[config.mk]
export PLATFORM = sky130hd
export DESIGN_NAME = guess_entry
export DESIGN_NICKNAME = d
export VERILOG_FILES = /design/src/rtl/guess_entry.sv
export SDC_FILE = /design/constraint.sdc
export NUM_CORES = 1
export LEC_CHECK = 0
export CORE_MARGIN = 5
export CORE_UTILIZATION = 49
export DETAILED_ROUTE_END_ITERATION = 8
export PLACE_DENSITY_LB_ADDON = 0.15
export SETUP_SLACK_MARGIN = 0.2
export SYNTH_ARGS = -nofsm -noshare
export SYNTH_HDL_FRONTEND = slang
export SYNTH_SLANG_ARGS = --single-unit
[constraint.sdc]
create_clock -name clock -period 1.5 [get_ports clock]
set_input_delay 0.3 -clock clock [delete_from_list [all_inputs] [get_ports clock]]
set_output_delay 0.3 -clock clock [all_outputs]
set_load 0.05 [all_outputs]
[src/rtl/guess_entry.sv]
// Guess entry front end: synchronizes SW and the confirm button, debounces the button,
// validates the BCD digits and offers accepted guesses over valid/ready.
// Define GUESS_DISTINCT_CHECK_EN to additionally reject entries with repeated digits.
module guess_entry #(
    parameter int DEBOUNCE_CYCLES = 1_000_000
) (
    input  logic        clock,
    input  logic        reset,
    input  logic        confirma,
    input  logic [15:0] SW,
    input  logic        guess_ready,
    output logic        guess_valid,
    output logic [15:0] guess,
    output logic        guess_error,
    output logic        busy
);

    localparam int CNT_W = $clog2(DEBOUNCE_CYCLES + 1);
    localparam logic [CNT_W-1:0] CNT_MAX = CNT_W'(DEBOUNCE_CYCLES - 1);

    typedef enum logic [1:0] {
        IDLE,
        CHECK,
        OFFER
    } state_t;

    logic             btn_meta_q, btn_meta_d;
    logic             btn_sync_q, btn_sync_d;
    logic [15:0]      sw_meta_q, sw_meta_d;
    logic [15:0]      sw_sync_q, sw_sync_d;
    logic [CNT_W-1:0] deb_cnt_q, deb_cnt_d;
    logic             deb_level_q, deb_level_d;
    logic             deb_level_d1_q, deb_level_d1_d;
    state_t           state_q, state_d;
    logic [15:0]      cap_q, cap_d;
    logic [15:0]      guess_q, guess_d;
    logic             guess_error_q, guess_error_d;
    logic             press;

    function automatic logic entry_ok(input logic [15:0] e);
        logic ok;
        ok = 1'b1;
        for (int i = 0; i < 4; i++) begin
            if (e[i*4 +: 4] > 4'd9) ok = 1'b0;
        end
`ifdef GUESS_DISTINCT_CHECK_EN
        for (int i = 0; i < 3; i++) begin
            for (int j = i + 1; j < 4; j++) begin
                if (e[i*4 +: 4] == e[j*4 +: 4]) ok = 1'b0;
            end
        end
`endif
        return ok;
    endfunction

    // Debounce: the level only follows the button after DEBOUNCE_CYCLES differing samples in a row.
    always_comb begin
        btn_meta_d     = confirma;
        btn_sync_d     = btn_meta_q;
        sw_meta_d      = SW;
        sw_sync_d      = sw_meta_q;
        deb_cnt_d      = '0;
        deb_level_d    = deb_level_q;
        deb_level_d1_d = deb_level_q;
        if (btn_sync_q != deb_level_q) begin
            if (deb_cnt_q == CNT_MAX) begin
                deb_level_d = ~deb_level_q;
            end else begin
                deb_cnt_d = deb_cnt_q + CNT_W'(1);
            end
        end
    end

    assign press = deb_level_q & ~deb_level_d1_q;

    // Presses outside IDLE fall through untouched, so they are dropped rather than queued.
    always_comb begin
        state_d       = state_q;
        cap_d         = cap_q;
        guess_d       = guess_q;
        guess_error_d = 1'b0;
        case (state_q)
            IDLE: begin
                if (press) begin
                    cap_d   = sw_sync_q;
                    state_d = CHECK;
                end
            end
            CHECK: begin
                if (entry_ok(cap_q)) begin
                    guess_d = cap_q;
                    state_d = OFFER;
                end else begin
                    guess_error_d = 1'b1;
                    state_d       = IDLE;
                end
            end
            OFFER: begin
                if (guess_ready) state_d = IDLE;
            end
            default: state_d = IDLE;
        endcase
    end

    always_ff @(posedge clock) begin
        if (reset) begin
            btn_meta_q     <= 1'b0;
            btn_sync_q     <= 1'b0;
            sw_meta_q      <= '0;
            sw_sync_q      <= '0;
            deb_cnt_q      <= '0;
            deb_level_q    <= 1'b0;
            deb_level_d1_q <= 1'b0;
            state_q        <= IDLE;
            cap_q          <= '0;
            guess_q        <= '0;
            guess_error_q  <= 1'b0;
        end else begin
            btn_meta_q     <= btn_meta_d;
            btn_sync_q     <= btn_sync_d;
            sw_meta_q      <= sw_meta_d;
            sw_sync_q      <= sw_sync_d;
            deb_cnt_q      <= deb_cnt_d;
            deb_level_q    <= deb_level_d;
            deb_level_d1_q <= deb_level_d1_d;
            state_q        <= state_d;
            cap_q          <= cap_d;
            guess_q        <= guess_d;
            guess_error_q  <= guess_error_d;
        end
    end

    assign guess_valid = (state_q == OFFER);
    assign busy        = (state_q != IDLE);
    assign guess       = guess_q;
    assign guess_error = guess_error_q;

endmodule

==> qor.yml, run 1 <==
final_layout:
  regArea_mm2: 0.00186
  final_cell_area_mm2: 0.00490
  fillers: 456
  finalNonFillerCells: 495
  number_of_nets_in_the_layout: 431
  multi_input_area_mm2: 0.00180
  areaGrowthSynthToFinish_pct: 46.0
  share_of_post_route_cells_with_drive_strength_above_1_pct: 41.0
  antenna-diode-count: 0
sta:
  skew_ns: 0.0108
  final_min_period_over_clock_period_pct: 99.1
  setup_violations: 0
  finalHoldViolations: 0
  max-slew-margin-rel_pct: 73.7
  fmaxAchievable_mhz: 673
  final_period_minus_worst_setup_slack_ns: 1.49
  grt_setup_unrepaired: "true"
  drv_slew: 0
  tightest_slew_ns: 0.394
floorplanning:
  die-area_mm2: 0.00861
  io-pin-count: 39
  core_region_area_mm2: 0.00672
  floorplan.die.width_um: 92.8
  row_count: 30
  die_height_um: 92.8
  initial_utilization_pct: 50.0
cts:
  cts_inserted_buffers: 9
  clkSlewWorstSetupHoldPaths_ns: 0.09
  cts_max_level: 3
  root_buffer: "clkbuf_8"
  cts-hold-fix-buffers: 0
  clock_sink_count: 91
  insertion_delay_ns: 0.35
  cts_max_path_buffers: 2
  tritoncts_clock_tree: "yes"
yosys:
  async_reset_ff_share_pct: 0
  synth.ff_latch_count: 91
  yosys.area.top_type_share_pct: 54.2
  yosysWarningCount: 0
  yosys-top-cells-area: "dfxtp_1, nor2b_1, nand2b_1, mux2i_1, nand2_1"
  synth_enable_flop_cells: 0
  post_synth_most_frequent_cells: "dfxtp_1, nor2b_1, nand2_1"
  synth_flop_cell: "dfxtp_1"
  netlist_area_mm2: 0.00336
  post_synth.cell_area_avg_um2: 9.91
  postSynthCellCount: 339
  synth_nets: 360
  post-synth-top-count-cell: "dfxtp_1"
  synth.lib_cells_used.distinct: 36
  synth_sequential_area_ratio_pct: 54.2
  yosys.area.top_type: "dfxtp_1"
status:
  status: "completed"
setup_path:
  cp-end-kind: "register"
  cp_data_arrival_time_ns: 1.77
  critPathRequiredTime_ns: 1.79
  critPathMaxFanout: 5
  cp-start-kind: "register"
  timing.setup.critical_path_class: "register to register"
  worst-r2r-setup-slack_ns: 0.01
placement:
  placedInstanceArea_mm2: 0.00412
  placed_cells_incl_taps: 460
  gp_congestion: 0.818
  port_buffers: 38
  detailedPlacementHpwl_mm: 4.08
pwr:
  vdd.ir_drop.worst_mv: 0.717
  totalPowerFinal_mw: 4.16
  total_leakage_power_nw: 1.70
  power_density_over_the_cells_mw_per_mm2: 847
routing:
  via_count: 2471
  number_of_design_rule_violations_left_after_detail_routing: 0
  wl_per_cell_um: 13.9
  detail_route.vias_per_cell: 4.99
  initialDrtViolationCount: 88
  route.final.wire_length_mm: 6.88
  antenna_left: 0
  drt_pass1_iterations: 6
grt:
  grt_antenna_before_repair: 0
  grt_usage_pct: 15.8
  vias_in_the_first_global_route: 2290
  global_route_wire_length_before_repair_mm: 10.7
  pin_count_of_the_biggest_net_entering_global_routing: 42
  overflow: 0
worst_hold_path:
  worstHoldPathType: "input port to register"
job:
  max_cap_violations: 0
[cell type report]
| cell class | count | share of cell area, % |
|---|---|---|
| multi-input combinational | 227 | 36.7 |
| sequential | 91 | 38.0 |
| clock buffer | 9 | 2.53 |
| inverter | 5 | 0.383 |
| timing repair buffer | 76 | 18.9 |
| clock inverter | 7 | 1.40 |
| tap | 80 | 2.04 |
[critical path, stage by stage (launching register included)]
cell     delay [ns]
dfxtp_2        0.36
o21ai_2        0.16
nand4_1        0.21
nor3b_4        0.26
buf_6          0.13
buf_6          0.12
mux2i_1        0.18
[routing by layer]
metal	up-vias	GRT usage [%]	wire [µm]
met2	50	24.8	3410
met5	-	0	0
met1	1148	20.3	3050
li1	1262	-	-
met4	0	7.69	163
met3	11	3.66	256
[cells in the final DEF (no fill, tap or decap), types with 7 or more instances in the layout]
| cell | count |
|---|---|
| nor2_4 | 7 |
| a21oi_2 | 14 |
| nor2_1 | 9 |
| nand2_1 | 21 |
| buf_4 | 23 |
| nand2_4 | 8 |
| dfxtp_4 | 7 |
| dfxtp_2 | 13 |
| nand2b_1 | 32 |
| buf_6 | 12 |
| clkbuf_8 | 9 |
| nor2_2 | 9 |
| mux2i_1 | 16 |
| nor2b_1 | 36 |
| dfxtp_1 | 71 |
| buf_12 | 21 |
| xnor2_1 | 13 |
| clkdlybuf4s50_1 | 18 |
[repair_timing]
| item | CTS | global route |
|---|---|---|
| pin swaps | 10 | 27 |
| endpoints found under the setup margin | 57 | 57 |
| buffers inserted | 9 | 5 |
| gates resized for setup | 47 | 85 |
| cloned | 2 | 3 |
[logic make-up after synthesis]
| logic type | after synthesis | synth area share [%] |
|---|---|---|
| and+or+nand+nor | 164 | 27.7 |
| buffers and inverters | 22 | 3.50 |
| DFF | 91 | 54.2 |
| muxes | 16 | 4.77 |
| AOI/OAI and AO/OA | 29 | 5.21 |
| adders and majority gates | 1 | 0.372 |
| xor gates and xnor gates | 16 | 4.17 |
[worst paths after layout]
check               startpoint            end  cells past startpoint
hold / removal           reset  sw_meta_q[11]                      2
setup / recovery      cap_q[9]       guess[0]                      6
setup reg to reg      cap_q[9]       guess[0]                      6
hold reg to reg   sw_sync_q[1]       cap_q[1]                      2
[state kept, by name, summed over array words and instances (netlist names)]
signal	count
cap_q	16
deb_level_d1_q	1
deb_level_d1_d	1
deb_cnt_q	20
btn_sync_q	1
state_q	2
btn_meta_q	1
sw_meta_q	16
sw_sync_q	16
guess_error	1
guess	16
[where the power goes]
| group | total (mW) | internal, mW | switching [mW] |
|---|---|---|---|
| clock network | 1.55 | 0.641 | 0.912 |
| logic | 0.149 | 0.0891 | 0.0601 |
| registers | 2.45 | 2.44 | 0.0104 |
| total | 4.16 | 3.17 | 0.983 |
[through the flow]
step | setup TNS, ns | hold slack [ns] | worst slack (ns) | utilization, %
floorplan | -0.0177 | 0.414 | -0.00196 | -
global placement | 0 | 0.419 | 0.0589 | 61.3
detailed placement | -0.00295 | 0.422 | -0.00295 | 61.3
CTS | 0 | 0.190 | 0.0600 | 67.6
global route | -1.44 | 0.209 | -0.0842 | 73.0
finish | 0 | 0.203 | 0.0135 | 73.0
(Power assumes the default switching activity.)
==> run 2: changes to the inputs <==
Settings changed: CTS_CLUSTER_SIZE set to 25, GPL_ROUTABILITY_DRIVEN set to 0.
==> results of run 2 <==
Final layout, timing and power as in run 1 (identical DEF).
